--- config.mk ---
export PLATFORM = sky130hd
export DESIGN_NAME = daq_buffer_reader
export DESIGN_NICKNAME = d
export VERILOG_FILES = /design/src/rtl/daq_buffer_reader.sv
export SDC_FILE = /design/constraint.sdc
export NUM_CORES = 1
export LEC_CHECK = 0
export CAP_MARGIN = 20
export CELL_PAD_IN_SITES_DETAIL_PLACEMENT = 1
export CELL_PAD_IN_SITES_GLOBAL_PLACEMENT = 1
export CORE_ASPECT_RATIO = 1.4
export CORE_MARGIN = 2
export CORE_UTILIZATION = 43
export CTS_CLUSTER_SIZE = 40
export DETAILED_ROUTE_END_ITERATION = 16
export PLACE_DENSITY_LB_ADDON = 0.1
export SETUP_SLACK_MARGIN = 0.2
export SYNTH_ARGS = -nofsm -noshare
export SYNTH_HDL_FRONTEND = slang
export SYNTH_SLANG_ARGS = --single-unit
--- constraint.sdc ---
create_clock -name clk -period 3.45 [get_ports clk]
set_input_delay 0.69 -clock clk [delete_from_list [all_inputs] [get_ports clk]]
set_output_delay 0.69 -clock clk [all_outputs]
set_load 0.02 [all_outputs]
--- src/rtl/daq_buffer_reader.sv ---
// Read-side engine for the DAQ event buffer: walks the 64-bit read port, absorbs the fixed
// read latency and re-streams the words as a valid/ready stream with full backpressure.
module daq_buffer_reader #(
   parameter int unsigned RD_LAT     = 2,
   parameter int unsigned FIFO_DEPTH = 4
) (
   input  logic        clk,
   input  logic        rst_n,
   input  logic        start,
   input  logic [14:0] start_addr,
   input  logic [14:0] nwords,
   input  logic        abort,
   output logic [14:0] rd_addr,
   input  logic [63:0] rd_data64,
   output logic [63:0] m_data,
   output logic        m_valid,
   input  logic        m_ready,
   output logic        m_last,
   output logic        busy,
   output logic        done
);

   localparam int unsigned PW = $clog2(FIFO_DEPTH);

   typedef enum logic [1:0] {StIdle, StIssue, StDrain} state_e;

   state_e             state_q, state_d;
   logic [14:0]        addr_q, addr_d;
   logic [14:0]        remaining_q, remaining_d;
   logic [14:0]        rd_addr_q, rd_addr_d;
   logic               done_q, done_d;
   logic [RD_LAT-1:0]  pipe_vld_q, pipe_vld_d;
   logic [RD_LAT-1:0]  pipe_last_q, pipe_last_d;
   logic [PW-1:0]      wr_ptr_q, wr_ptr_d, rd_ptr_q, rd_ptr_d;
   logic [PW:0]        count_q, count_d;
   logic [63:0]        fifo_data [FIFO_DEPTH];
   logic               fifo_last [FIFO_DEPTH];

   logic               push, pop, issue;
   logic [7:0]         inflight;

   assign push = pipe_vld_q[RD_LAT-1];
   assign pop  = (count_q != '0) && m_ready;

   // Credit: reads in flight plus stored words never exceed the FIFO size.
   always_comb begin
      inflight = '0;
      for (int i = 0; i < RD_LAT; i++) begin
         inflight = inflight + 8'(pipe_vld_q[i]);
      end
   end

   assign issue = (state_q == StIssue) && !abort &&
                  ((inflight + 8'(count_q)) < 8'(FIFO_DEPTH));

   always_comb begin
      state_d     = state_q;
      addr_d      = addr_q;
      remaining_d = remaining_q;
      rd_addr_d   = rd_addr_q;
      done_d      = 1'b0;
      pipe_vld_d  = pipe_vld_q << 1;
      pipe_vld_d[0]  = issue;
      pipe_last_d = pipe_last_q << 1;
      pipe_last_d[0] = issue && (remaining_q == 15'd1);
      wr_ptr_d    = push ? wr_ptr_q + PW'(1) : wr_ptr_q;
      rd_ptr_d    = pop ? rd_ptr_q + PW'(1) : rd_ptr_q;
      count_d     = count_q;
      if (push && !pop) begin
         count_d = count_q + 1'b1;
      end else if (pop && !push) begin
         count_d = count_q - 1'b1;
      end

      case (state_q)
         StIdle: begin
            if (start && !abort) begin
               if (nwords != '0) begin
                  addr_d      = {start_addr[14:1], 1'b0};
                  remaining_d = nwords;
                  state_d     = StIssue;
               end else begin
                  done_d = 1'b1;
               end
            end
         end
         StIssue: begin
            if (issue) begin
               rd_addr_d   = addr_q;
               addr_d      = addr_q + 15'd2;
               remaining_d = remaining_q - 15'd1;
               if (remaining_q == 15'd1) begin
                  state_d = StDrain;
               end
            end
         end
         StDrain: begin
            if (pop && fifo_last[rd_ptr_q]) begin
               state_d = StIdle;
               done_d  = 1'b1;
            end
         end
         default: state_d = StIdle;
      endcase

      // A transfer in the abort cycle still happens; everything else is dropped.
      if (abort && (state_q != StIdle)) begin
         state_d     = StIdle;
         done_d      = 1'b0;
         pipe_vld_d  = '0;
         pipe_last_d = '0;
         wr_ptr_d    = '0;
         rd_ptr_d    = '0;
         count_d     = '0;
      end
   end

   always_ff @(posedge clk or negedge rst_n) begin
      if (!rst_n) begin
         state_q     <= StIdle;
         addr_q      <= '0;
         remaining_q <= '0;
         rd_addr_q   <= '0;
         done_q      <= 1'b0;
         pipe_vld_q  <= '0;
         pipe_last_q <= '0;
         wr_ptr_q    <= '0;
         rd_ptr_q    <= '0;
         count_q     <= '0;
      end else begin
         state_q     <= state_d;
         addr_q      <= addr_d;
         remaining_q <= remaining_d;
         rd_addr_q   <= rd_addr_d;
         done_q      <= done_d;
         pipe_vld_q  <= pipe_vld_d;
         pipe_last_q <= pipe_last_d;
         wr_ptr_q    <= wr_ptr_d;
         rd_ptr_q    <= rd_ptr_d;
         count_q     <= count_d;
      end
   end

   always_ff @(posedge clk) begin
      if (push) begin
         fifo_data[wr_ptr_q] <= rd_data64;
         fifo_last[wr_ptr_q] <= pipe_last_q[RD_LAT-1];
      end
   end

   assign rd_addr = rd_addr_q;
   assign m_valid = (count_q != '0);
   assign m_data  = m_valid ? fifo_data[rd_ptr_q] : '0;
   assign m_last  = m_valid && fifo_last[rd_ptr_q];
   assign busy    = (state_q != StIdle);
   assign done    = done_q;

endmodule
### Word-level counts from Yosys, hierarchy flattened

Memories as Yosys holds them, arrays and structs flattened.
Index checks and enable logic that the tools add are counted.

* bits in writable memories: 260
* memories: 2
* logic and storage cells: 88
* register bits: 59

* magnitude comparators: 1
* equality and inequality tests: 11
* mux-type cells: 32
* reduce and logical (&&, ||, !) cells: 24
* add/subtract/negate cells: 8

Memories
* fifo_data: words 4, width 64, rd ports 1, clocked after Yosys merged registers in 0, write ports 1, line 36 `logic [63:0] fifo_data [FIFO_DEPTH];`
* fifo_last: words 4, width 1, rd ports 1, clocked after Yosys merged registers in 0, write ports 1, line 37 `logic fifo_last [FIFO_DEPTH];`

Operator list (count)
* 15-bit two-way mux: 6
* 64-bit two-way mux: 1
* 15-bit one-hot mux with 2 select lines: 2
* 2-bit two-way mux: 12
* 15-bit by 2-bit adder with 15-bit output (second input constant): 1
* 15-bit by 1-bit equality test with 1-bit output (second input constant): 1
* 15-bit nonzero test: 1
* 15-bit by 1-bit subtractor with 15-bit output (second input constant): 1
* 1-bit logical AND: 10
* 3-bit two-way mux: 3
* 3-bit inequality test (second input constant): 3
* 2-bit nonzero test: 4
* 1-bit two-way mux: 6
* 2-bit inequality test (second input constant): 3
* 2-bit one-hot mux with 3 select lines: 1
* 3-bit nonzero test: 2
* 5-bit AND reduction: 1
* 2-bit by 1-bit adder with 2-bit output (second input constant): 2
* 2-bit by 3-bit adder with 4-bit output: 1
* 4-bit by 3-bit less-than comparator with 1-bit output (second input constant): 1
* 4-bit AND reduction: 1
* 3-bit by 1-bit adder with 3-bit output (second input constant): 1
* 1-bit zero test: 3
* 3-bit by 1-bit inequality test with 1-bit output (second input constant): 1
* other kinds (8): 8

### Logic depth before layout (Yosys ltp)

* word-level depth: 7
* depth in mapped cells: 8

### Worst setup path after synthesis

Ideal clock, no wire load.

* kind: flip-flop to flip-flop
* from: register wr_ptr_q[0]
* to: memory fifo_data[0][0] (enable)
* library setup time: 430 ps
* arrival time: 2150 ps
* setup slack: 870 ps
* cell stages (with the launch flop): 4
* cell sequence: dfrtp_1 -> inv_1 -> ha_1 -> and2_1

RTL lines
* start, declared: line 34 `logic [PW-1:0] wr_ptr_q, wr_ptr_d, rd_ptr_q, rd_ptr_d;`
* start signal, assigned: line 138 `wr_ptr_q <= wr_ptr_d;`
* end, declared: line 36

Straight into the memory's write port.

### Final worst setup path

* from: register rd_ptr_q[0]
* to: output m_data[34]

* cells in the longest elaborated chain, start to end: 2

Ends and longest elaborated chain
* start, declared: line 34
* start signal, assigned: line 139 `rd_ptr_q <= rd_ptr_d;`
* memory read 4 x 64 bit
* 64-bit two-way mux: line 153 `assign m_data = m_valid ? fifo_data[rd_ptr_q] : '0;`
* end, declared: line 15 `output logic [63:0] m_data,`

No other way between the ends.

==> out/qor.csv <==
stage,metric,value,unit
clock_network,hold_buffers,0,
setup_path,critPathBufInv,3,
die,core_region_area,0.02984,sq mm
finish,layoutNonFillerInstCount,1368,
die,num_rows,75,
power_and_ir_drop,p_sw,4.381,mW
die,chipHeight,209.3,um
power_and_ir_drop,pwr-share-clk,0.246,
timing,final-max-slew-violation-count,0,
timing,finalSetupViolations,0,
power_and_ir_drop,pwr-share-comb,0.376,
global_routing,gr-total-overflow,0,
detailed_routing,routed_wl,30.87,mm
timing,tightest_slew,1.065,ns
yosys,synth_cell_type_count,55,
power_and_ir_drop,netSwitchingFraction,0.3260,
finish,drive_above_1_share,0.1689,
min_path,hold_class,primary input to async pin,
timing,setup_tns,0,ns
power_and_ir_drop,leakage,6.163,nW
die,die_w,150.7,um
yosys,synth_top_cell_area_share,0.6028,
detailed_routing,drt_iter0_markers,392,
yosys,syn_area_per_cell,17.06,sq um
global_routing,antenna_found_initial,0,
placed_design,dpl_cell_area,0.01525,sq mm
timing,relSlewSlack,0.2897,
yosys,synth_fp_nets,868,
status,run_status,finished clean,
detailed_routing,drc,0,
finish,final_common_cell,edfxtp_1,
detailed_routing,detail_route.wl_per_cell,22.57,um
setup_path,slowest_stage,clkdlybuf4s50_1,
setup_path,critPathArrivalTime,2.54,ns
yosys,synth-async-reset-ratio,0.1798,
yosys,postSynthCellCount,759,
setup_path,critPathTopFamily,buffers and inverters,
global_routing,grt_pass1_vias,8431,
detailed_routing,vias,7509,
yosys,synth_top_cells_by_area,"edfxtp_1, mux4_2, dfrtp_1, and2_1, a21oi_1",
timing,finalHoldViolations,0,
finish,stdcell_area,0.01651,sq mm
setup_path,worstPathMaxFanout,12,
power_and_ir_drop,p_int,9.058,mW
timing,timing.final.crit_share,0.9363,
global_routing,grt_max_degree,66,
timing,grt_setup_unrepaired,true,
clock_network,clockRootBuffer,clkbuf_16,
yosys,synth_area,0.01295,sq mm
finish,num_antenna_cells,0,
setup_path,path_cells,buf_12 > buf_16 > mux4_2 > and2_1 > clkdlybuf4s50_1,
clock_network,htreeDepth,1,
setup_path,worstSetupPathType,flop to primary output,
clock_network,cts_tree,built,
global_routing,track_usage,0.1956,
yosys,synth_flop_cell,edfxtp_1,
clock_network,cts_inserted_buffers,30,
placed_design,place_congestion,0.8005,
detailed_routing,first_pass_iters,4,
detailed_routing,viasPerCell,5.489,
power_and_ir_drop,seqPwrFrac,0.378,
power_and_ir_drop,ir_drop,0.3925,mV
placed_design,hpwlAfterDp,19.22,mm
setup_path,start_kind,flop,
clock_network,clkSinkCount,317,
finish,nets,1070,
die,die_area,0.03154,sq mm
yosys,synth-seq-cells,317,
placed_design,portBuffers,179,
yosys,yosysWarnings,0,
clock_network,clk_latency,0.56,ns
placed_design,post-place-cells,1297,
finish,syn_to_final_growth,27.48,%
yosys,yosysTopAreaCell,edfxtp_1,
die,io_pins,182,
timing,finClkSkew,0.006214,ns
setup_path,max_stage_delay,0.54,ns
yosys,synth_edf_count,260,
clock_network,clock_path_buffers,3,
timing,fmax,0.3096,GHz
run,drv_cap,0,
detailed_routing,drtAntennaViolNets,0,
setup_path,cp.required,2.76,ns
global_routing,grt_pass1_wl,46.95,mm
timing,layout_min_cycle_time,3.230,ns
die,start_util,0.4340,
finish,layout_common_cells,"edfxtp_1, clkdlybuf4s50_1, and2_1, mux4_2, dfrtp_1",
setup_path,end_kind,primary output,
yosys,synth_seq_area_share,0.7130,
clock_network,clk_pin_slew_worst_paths,0.06,ns
power_and_ir_drop,powerDensity,814.0,mW/mm^2
-- logic make-up (layout without fill, tap and decap cells) --
family	after synthesis	count (layout)	synth area share
buffers and inverters	53	276	0.01623
XOR/XNOR	10	10	0.006762
flip-flops	317	317	0.7130
other	1	1	0.0002895
AND/OR/NAND/NOR	179	180	0.07603
multiplexers	81	81	0.1267
AO/OA/AOI/OAI	108	108	0.05082
adder cells (fa/ha/maj)	10	10	0.01024
-- cell type report --
class	instances	area [sq um]
fill	2801	13330
sequential	317	9241
multi-input combinational	390	3530
timing repair buffer	211	2235
clock buffer	37	798.3
tap	385	481.7
clock inverter	17	183.9
inverter	11	41.29
-- what timing repair did --
| action | 4_1_cts | 5_1_grt |
|---|---|---|
| setup buffers | 4 | 10 |
| pin swaps | 0 | 1 |
| endpoints found under the setup margin | 65 | 46 |
| resized for setup | 22 | 44 |
| hold endpoints to repair | 0 | 0 |
| cloned | 0 | 3 |
-- power groups by stage --
stage,Combinational (mW),Clock (mW),Sequential (mW)
2_1_floorplan,2.89,0,5.11
5_1_grt,5.46,3.50,5.15
3_3_place_gp,4.91,0,5.14
4_1_cts,5.04,3.38,5.09
3_5_place_dp,5.05,0,5.19
6_report,5.06,3.30,5.08
-- flip-flops by register name, indices dropped and copies added, names as in the netlist, 3 cells and up --
signal       count
fifo_data      256
remaining_q     15
addr_q          14
rd_addr         14
fifo_last        4
count_q          3
-- metrics by stage --
stage                 util  worst slack (ns)  total power [mW]  hold WS [ns]
finish              0.5533            0.2198             13.44        0.2080
global route        0.5533            0.1170             14.10        0.2609
CTS                 0.5447            0.1050             13.52        0.2208
detailed placement  0.5111            0.5025             10.23        0.4673
global placement    0.5111            0.5282             10.04        0.4631
floorplan                -            0.8700             8.004        0.3944
-- final timing paths --
check,slack [ns],to,depth (start not counted),startpoint
min in group clk,0.48,pipe_last_q[1]$_DFF_PN0_,1,pipe_last_q[0]$_DFF_PN0_
hold / removal,0.21,remaining_q[8]$_DFFE_PN0P_,1,rst_n
max in group asynchronous,2.53,rd_addr[9]$_DFFE_PN0P_,2,rst_n
setup reg to reg,1.07,count_q[2]$_DFFE_PN0P_,7,count_q[0]$_DFFE_PN0P_
hold reg to reg,0.48,pipe_last_q[1]$_DFF_PN0_,1,pipe_last_q[0]$_DFF_PN0_
setup / recovery,0.22,m_data[34],5,rd_ptr_q[0]$_DFFE_PN0P_
-- layer usage --
layer	track usage	vias to the layer above	wire (um)
li1	-	3368	-
met1	0.2217	3902	11440
met2	0.3715	189	17350
met3	0.02935	50	1307
met4	0.06349	0	766
met5	0	-	0
-- cell usage after synthesis (all sizes together), types with 5 or more instances --
cell      n
a21oi    38
a31oi     5
and2     72
buf      12
clkbuf   30
dfrtp    57
edfxtp  260
ha        9
inv      11
mux2     13
mux4     65
nand2    21
nand3     8
nand4     6
nor2     34
nor3      9
nor4      5
o21ai    31
xnor2     6
Note: power is estimated with default switching activity, not from simulation.
